$ cat config.mk
export PLATFORM = sky130hd
export DESIGN_NAME = vga_timing_gen_flat
export DESIGN_NICKNAME = d
export VERILOG_FILES = /design/src/rtl/vga_timing_gen_if.sv /design/src/rtl/vga_timing_gen.sv /design/src/flat_wrapper.sv
export SDC_FILE = /design/constraint.sdc
export NUM_CORES = 1
export LEC_CHECK = 0
export BUFFER_PORTS_ARGS = -buffer_cell sky130_fd_sc_hd__buf_2
export CAP_MARGIN = 25
export CORE_MARGIN = 2
export CORE_UTILIZATION = 46
export CTS_CLUSTER_SIZE = 30
export DETAILED_ROUTE_END_ITERATION = 8
export PLACE_DENSITY = 0.7
export SETUP_SLACK_MARGIN = 0.4
export SLEW_MARGIN = 25
export SYNTH_ARGS = -nofsm -noshare
export SYNTH_HDL_FRONTEND = slang
export SYNTH_SLANG_ARGS = --single-unit
$ cat constraint.sdc
create_clock -name clk -period 3.2 [get_ports clk]
set_clock_uncertainty 0.05 [all_clocks]
set_input_delay 0.16 -clock clk [delete_from_list [all_inputs] [get_ports clk]]
set_output_delay 0.16 -clock clk [all_outputs]
set_load 0.03 [all_outputs]
$ cat src/rtl/vga_timing_gen_if.sv
// VGA timing bundle: raster position, sync and blanking flags, and pixel colour.
// The generator drives it through the out modport, and downstream stages read it through in.
interface vga_if;
    logic [10:0] hcount;
    logic [10:0] vcount;
    logic        hsync;
    logic        vsync;
    logic        hblnk;
    logic        vblnk;
    logic [11:0] rgb;

    modport out (output hcount, vcount, hsync, vsync, hblnk, vblnk, rgb);
    modport in  (input  hcount, vcount, hsync, vsync, hblnk, vblnk, rgb);
endinterface

$ cat src/rtl/vga_timing_gen.sv
// Raster timing generator. Counts, flags, frame pulse and frame counter are all registered.
// Flags come from the next-count values, so each flag lines up with the count shown in the same cycle.
module vga_timing_gen #(
    parameter int H_ACTIVE     = 800,
    parameter int H_SYNC_START = 840,
    parameter int H_SYNC_END   = 968,
    parameter int H_TOTAL      = 1056,
    parameter int V_ACTIVE     = 600,
    parameter int V_SYNC_START = 601,
    parameter int V_SYNC_END   = 605,
    parameter int V_TOTAL      = 628
) (
    input  logic        clk,
    input  logic        rst,
    input  logic        en,
    vga_if.out          vga_out,
    output logic        frame_start,
    output logic [15:0] frame_cnt
);

    if (!(H_ACTIVE < H_SYNC_START && H_SYNC_START < H_SYNC_END &&
          H_SYNC_END <= H_TOTAL && H_TOTAL <= 2048)) begin : g_bad_h_timing
        $error("vga_timing_gen: horizontal timing parameters out of order");
    end
    if (!(V_ACTIVE < V_SYNC_START && V_SYNC_START < V_SYNC_END &&
          V_SYNC_END <= V_TOTAL && V_TOTAL <= 2048)) begin : g_bad_v_timing
        $error("vga_timing_gen: vertical timing parameters out of order");
    end

    localparam logic [10:0] H_LAST = 11'(H_TOTAL - 1);
    localparam logic [10:0] V_LAST = 11'(V_TOTAL - 1);
    localparam logic [10:0] H_ACT  = 11'(H_ACTIVE);
    localparam logic [10:0] V_ACT  = 11'(V_ACTIVE);
    localparam logic [10:0] H_SS   = 11'(H_SYNC_START);
    localparam logic [10:0] V_SS   = 11'(V_SYNC_START);
    // A sync end may sit at 2048, one past the 11-bit range, so it gets a spare bit.
    localparam logic [11:0] H_SE   = 12'(H_SYNC_END);
    localparam logic [11:0] V_SE   = 12'(V_SYNC_END);

    logic [10:0] hcount_q, vcount_q;
    logic        hsync_q, vsync_q, hblnk_q, vblnk_q;
    logic        frame_start_q;
    logic [15:0] frame_cnt_q;

    logic [10:0] h_next, v_next;
    logic        frame_wrap;

    // NOTE: every always_comb output gets a default first, so no path can infer a latch.
    always_comb begin
        h_next     = hcount_q;
        v_next     = vcount_q;
        frame_wrap = 1'b0;
        if (en) begin
            if (hcount_q == H_LAST) begin
                h_next = 11'd0;
                if (vcount_q == V_LAST) begin
                    v_next     = 11'd0;
                    frame_wrap = 1'b1;
                end else begin
                    v_next = vcount_q + 11'd1;
                end
            end else begin
                h_next = hcount_q + 11'd1;
            end
        end
    end

    // NOTE: state registers use non-blocking assignments, so every flop samples pre-edge values.
    always_ff @(posedge clk) begin
        if (rst) begin
            hcount_q      <= 11'd0;
            vcount_q      <= 11'd0;
            hsync_q       <= 1'b0;
            vsync_q       <= 1'b0;
            hblnk_q       <= 1'b0;
            vblnk_q       <= 1'b0;
            frame_start_q <= 1'b0;
            frame_cnt_q   <= 16'd0;
        end else begin
            hcount_q      <= h_next;
            vcount_q      <= v_next;
            hsync_q       <= (h_next >= H_SS) && ({1'b0, h_next} < H_SE);
            vsync_q       <= (v_next >= V_SS) && ({1'b0, v_next} < V_SE);
            hblnk_q       <= (h_next >= H_ACT);
            vblnk_q       <= (v_next >= V_ACT);
            frame_start_q <= frame_wrap;
            if (frame_wrap) begin
                frame_cnt_q <= frame_cnt_q + 16'd1;
            end
        end
    end

    assign vga_out.hcount = hcount_q;
    assign vga_out.vcount = vcount_q;
    assign vga_out.hsync  = hsync_q;
    assign vga_out.vsync  = vsync_q;
    assign vga_out.hblnk  = hblnk_q;
    assign vga_out.vblnk  = vblnk_q;
    assign vga_out.rgb    = 12'h000;
    assign frame_start    = frame_start_q;
    assign frame_cnt      = frame_cnt_q;

endmodule

$ cat src/flat_wrapper.sv
// flat-port wrapper written by rule: the top's interface ports become plain ports
module vga_timing_gen_flat 
#(
    parameter int H_ACTIVE     = 800,
    parameter int H_SYNC_START = 840,
    parameter int H_SYNC_END   = 968,
    parameter int H_TOTAL      = 1056,
    parameter int V_ACTIVE     = 600,
    parameter int V_SYNC_START = 601,
    parameter int V_SYNC_END   = 605,
    parameter int V_TOTAL      = 628
)
  (clk, rst, en, frame_start, frame_cnt, vga_out_hcount, vga_out_vcount, vga_out_hsync, vga_out_vsync, vga_out_hblnk, vga_out_vblnk, vga_out_rgb);
  vga_if vga_out_i ();
  input  logic clk;
  input  logic rst;
  input  logic en;
  output logic frame_start;
  output logic [15:0] frame_cnt;
  output wire logic [$bits(vga_out_i.hcount)-1:0] vga_out_hcount;
  output wire logic [$bits(vga_out_i.vcount)-1:0] vga_out_vcount;
  output wire logic [$bits(vga_out_i.hsync)-1:0] vga_out_hsync;
  output wire logic [$bits(vga_out_i.vsync)-1:0] vga_out_vsync;
  output wire logic [$bits(vga_out_i.hblnk)-1:0] vga_out_hblnk;
  output wire logic [$bits(vga_out_i.vblnk)-1:0] vga_out_vblnk;
  output wire logic [$bits(vga_out_i.rgb)-1:0] vga_out_rgb;
  assign vga_out_hcount = vga_out_i.hcount;
  assign vga_out_vcount = vga_out_i.vcount;
  assign vga_out_hsync = vga_out_i.hsync;
  assign vga_out_vsync = vga_out_i.vsync;
  assign vga_out_hblnk = vga_out_i.hblnk;
  assign vga_out_vblnk = vga_out_i.vblnk;
  assign vga_out_rgb = vga_out_i.rgb;
  vga_timing_gen #(.H_ACTIVE(H_ACTIVE), .H_SYNC_START(H_SYNC_START), .H_SYNC_END(H_SYNC_END), .H_TOTAL(H_TOTAL), .V_ACTIVE(V_ACTIVE), .V_SYNC_START(V_SYNC_START), .V_SYNC_END(V_SYNC_END), .V_TOTAL(V_TOTAL)) u_core (.clk(clk), .rst(rst), .en(en), .vga_out(vga_out_i), .frame_start(frame_start), .frame_cnt(frame_cnt));
endmodule
# == Word-level counts from Yosys, hierarchy flattened ==
# Cells that the tools add are included.
# totals
ram_bits,0
wordCells,29
latch_bits,0
n_memories,0
romBits,0
register_bits,43
output_inout_bits,55
# classes
order_cmp,6
n_mux,8
shifts,0
addsub,3
bitwise,0
eq_ne,2
div,0
n_mul,0
n_reduce_logical,2
# op_table
operator,count
2-to-1 mux 11 bit,5
"greater-or-equal comparator 11 x 10 -> 1 bit, second input constant",4
"adder 11 x 1 -> 11 bit, second input constant",2
"< comparator 11 x 10 -> 1 bit, second input constant",2
"adder 16 x 1 -> 16 bit, second input constant",1
"== test 11 x 10 -> 1 bit, second input constant",1
"== test 11 bit, second input constant",1
2-to-1 mux 1 bit,3
logical AND 1 bit,2

# == Depth between registers and ports, before layout ==
# depth
word_depth,6
ltp_mapped,10

# == Worst setup path before layout ==
# OpenSTA, ideal clock, no wires.
# synth_timing
path_type,register to register
from,"reg u_core.vcount_q[0], in the netlist u_core.vga_out.vcount[0]"
to,"reg u_core.vblnk_q, in the netlist u_core.vga_out.vblnk"
path_slack_ps,714
stages_incl_launch_ff,9
t_arrival_ps,2357
path_buffers,1
required_time_ps,3071
setup_ps,79
path_cell_list,dfxtp_1 -> ha_1 -> and3_1 -> clkbuf_1 -> nand2_1 -> nor4_1 -> xnor2_1 -> or4b_1 -> a211oi_2
# synth_between
elab_chain_len,5
# synth_rtl
element,line,source
from (decl),vga_timing_gen.sv:40,"logic [10:0] hcount_q, vcount_q;"
from (signal assigned),vga_timing_gen.sv:81,vcount_q <= v_next;
adder 11 x 1 -> 11 bit / == test 11 x 10 -> 1 bit (equally long branches),"vga_timing_gen.sv:60, vga_timing_gen.sv:56",
2-to-1 mux 11 bit,vga_timing_gen.sv:56,if (vcount_q == V_LAST) begin
2-to-1 mux 11 bit,vga_timing_gen.sv:54,if (hcount_q == H_LAST) begin
2-to-1 mux 11 bit (*),vga_timing_gen.sv:53,if (en) begin
greater-or-equal comparator 11 x 10 -> 1 bit (*),vga_timing_gen.sv:85,vblnk_q <= (v_next >= V_ACT);
to (signal assigned),vga_timing_gen.sv:85,
to (decl),vga_timing_gen.sv:41,"logic hsync_q, vsync_q, hblnk_q, vblnk_q;"
# Mark *: on every way between the ends. The rest lies on a longest branch, timed or not.
# A chain may end at the register's enable or synchronous reset.

# == Final worst setup path ==
# layout_timing
from,"reg u_core.hcount_q[3], in the netlist u_core.vga_out.hcount[3]"
to,"reg u_core.vblnk_q, in the netlist u_core.vga_out.vblnk"
# layout_between
elab_chain_len,4
# layout_rtl
element,line,source
from (decl),vga_timing_gen.sv:40,
from (signal assigned),vga_timing_gen.sv:80,hcount_q <= h_next;
== test 11 bit,vga_timing_gen.sv:54,
2-to-1 mux 11 bit,vga_timing_gen.sv:54,
2-to-1 mux 11 bit,vga_timing_gen.sv:53,
greater-or-equal comparator 11 x 10 -> 1 bit,vga_timing_gen.sv:85,
# No other way between the ends.

==> impl_metrics.json <==
{
  "status": "complete, no violations",
  "cts.repair.resized": 0,
  "grt.overflow.total": 0,
  "cp_cell_sequence": "and4_1 > nand4_2 > nor3_1 > a211oi_2 > or4b_1 > a211oi_2",
  "slew_violations": 0,
  "crit_buf_inv": 0,
  "crit_slowest_cell": "or4b_1",
  "rsz0062_at_grt": "false",
  "start_kind": "register",
  "synth_cells": 279,
  "initial_core_util": 0.4722,
  "cts_buffers": 5,
  "crit_top_cell": "a211oi_2",
  "place_congestion": 0.7759,
  "insertion_delay_ps": 290,
  "grt_pass1_vias": 1760,
  "pin_count": 58,
  "die_area_mm2": 0.005768,
  "cts_tree": "done",
  "arrival_ps": 2690,
  "syn_area_per_cell_um2": 8.534,
  "crit_fanout": 13,
  "period_needed_ps": 2534,
  "slowest_delay_ps": 550,
  "ant_nets": 0,
  "antenna_found_initial": 0,
  "layout_commonest_cell": "buf_2",
  "leakage_nw": 1.109,
  "io_buffers": 45,
  "routed_wirelength_um": 4843,
  "finalWorstSetupSlack_ps": 666.0,
  "path_clk_slew_ps": 80,
  "pwr_density_cell_mw_per_mm2": 360.4,
  "synthFlopType": "dfxtp_1",
  "hold_viol": 0,
  "crit_type": "reg -> reg",
  "cts_hold_buf": 0,
  "num-fill-cells": 508,
  "mostFrequentLayoutCells": "45 x buf_2, 43 x dfxtp_1, 36 x nor2_1",
  "timing.hold.ws_ps": 205.0,
  "area_growth_syn_to_layout_pct": 11.51,
  "dieWidth_um": 75.95,
  "synth_seq_cells": 43,
  "antenna_cells": 0,
  "drt_iter0_drc": 85,
  "wl_per_cell_um": 12.58,
  "grt_pass1_wl_um": 8314,
  "setup_viol": 0,
  "dpl_worst_slack_ps": 675.0,
  "min_period_over_period": 0.7919,
  "coreArea_mm2": 0.005042,
  "worst_pin_slew_ps": 799.3,
  "ff2ff_setup_slack_ps": 670,
  "async_reset_ff_frac": 0,
  "fmax_ghz": 0.3946,
  "crit_required_ps": 3360,
  "rows": 26,
  "synth_edf_count": 0,
  "synth_warnings": 0,
  "drc": 0,
  "h-tree-depth": 2,
  "hold_path.class": "in -> reg",
  "slew-limit-headroom": 0.4672,
  "syn_area_mm2": 0.002381,
  "post_cts_buffers": 0,
  "yosysSeqAreaShare": 0.3615,
  "maxCapViolCount": 0,
  "clock_path_buffers": 2,
  "cts.root.buffer_cell": "clkbuf_8",
  "synth.lib_cells_used.distinct": 48,
  "die_h_um": 75.95,
  "vias": 1999,
  "cp-end-kind": "register",
  "final_nets": 320,
  "drive_gt1_frac": 0.2159,
  "dp_hpwl_um": 3494,
  "grt_max_degree": 44,
  "grt_use_total": 0.1744,
  "finalSetupTns_ps": 0,
  "clock_sinks": 43,
  "dr.pass1.iters": 4,
  "finalPower_mw": 0.9570,
  "vias_per_cell": 5.192,
  "path_delay_family": "simple AND/OR/NAND/NOR gates",
  "ir_drop_uv": 274.9
}
==> metal layers <==
metal / up-vias / routed length, um / global-route usage
met1: 931 / 2276 / 0.2266
met5: - / 0 / 0
met4: 0 / 64 / 0.06182
met3: 6 / 221 / 0.04405
li1: 1017 / - / -
met2: 45 / 2280 / 0.2821
==> power breakdown <==
group          internal (mW)  leakage [nW]  switching, mW  total, mW
combinational        0.00726         0.711         0.0393     0.0465
sequential             0.537         0.347        0.00356      0.541
clock                  0.197        0.0515          0.173      0.370
total                  0.741          1.11          0.216      0.957
==> Yosys cell counts (2+ instances only) <==
library cell / instances / area [um^2]
dfxtp_1: 43 / 860.8
nor2_1: 36 / 135.1
nand2_1: 23 / 86.33
xor2_1: 20 / 175.2
buf_4: 15 / 112.6
nand3_1: 15 / 75.07
xnor2_1: 15 / 131.4
nor3_1: 14 / 70.07
nand4_1: 10 / 62.56
and3_1: 9 / 56.30
clkbuf_1: 9 / 33.78
o21ai_0: 5 / 25.02
a21oi_1: 4 / 20.02
nor3_2: 4 / 40.04
or3_1: 4 / 25.02
buf_2: 3 / 15.01
buf_6: 3 / 33.78
ha_1: 3 / 37.54
inv_1: 3 / 11.26
a211oi_2: 2 / 25.02
a32oi_1: 2 / 17.52
and2_1: 2 / 12.51
and4_1: 2 / 17.52
mux2i_1: 2 / 20.02
nand2b_1: 2 / 12.51
nand4b_1: 2 / 17.52
nor2b_1: 2 / 12.51
nor3b_1: 2 / 15.01
nor4_1: 2 / 12.51
nor4_2: 2 / 25.02
o22ai_1: 2 / 12.51
==> stage by stage <==
step,std cells,util,area [um^2]
floorplan,290,-,2422
global placement,377,0.5067,2555
detailed placement,377,0.5067,2555
CTS,385,0.5266,2655
global route,385,0.5266,2655
finish,385,0.5266,2655
==> registers in the layout (all words and copies together), names as in the netlist <==
signal	count
u_core.vga_out.hblnk	1
u_core.vga_out.vsync	1
u_core.vga_out.hcount	11
u_core.frame_start	1
u_core.frame_cnt	16
u_core.vga_out.hsync	1
u_core.vga_out.vblnk	1
u_core.vga_out.vcount	11
==> layout make-up <==
cell class	instances	area (um^2)	share of cell area
clock buffers	8	100.1	0.03770
inverters	3	11.26	0.004241
multi-input cells	214	1355	0.5104
flip-flops and latches	43	860.8	0.3242
well taps	70	87.58	0.03299
repair buffers	47	240.2	0.09048
==> cells by family (layout without fill, tap and decap cells) <==
| group | count (synthesis) | count (layout) | share of synthesized area |
|---|---|---|---|
| xor+xnor | 35 | 35 | 0.1287 |
| other cells | 1 | 12 | 0.001575 |
| compound gates | 22 | 22 | 0.06621 |
| simple gates | 139 | 139 | 0.3263 |
| buf+inv | 33 | 58 | 0.08670 |
| mux | 3 | 3 | 0.01314 |
| flops | 43 | 43 | 0.3615 |
| fa+ha+maj | 3 | 3 | 0.01577 |
==> final timing paths <==
kind                            start                       end  depth (start not counted)
max          u_core.vga_out.hcount[3]      u_core.vga_out.vblnk                          6
min                                en  u_core.vga_out.hcount[0]                          3
min reg2reg       u_core.frame_cnt[1]       u_core.frame_cnt[1]                          2
max reg2reg  u_core.vga_out.hcount[3]      u_core.vga_out.vblnk                          6
==> worst register-to-register path: cells and delay by family, from the launching register on <==
kind / cells / cell delay (ps)
flops: 1 / 440
compound gates: 2 / 250
simple gates: 4 / 1720
Note: power is estimated with default switching activity, not from simulation.
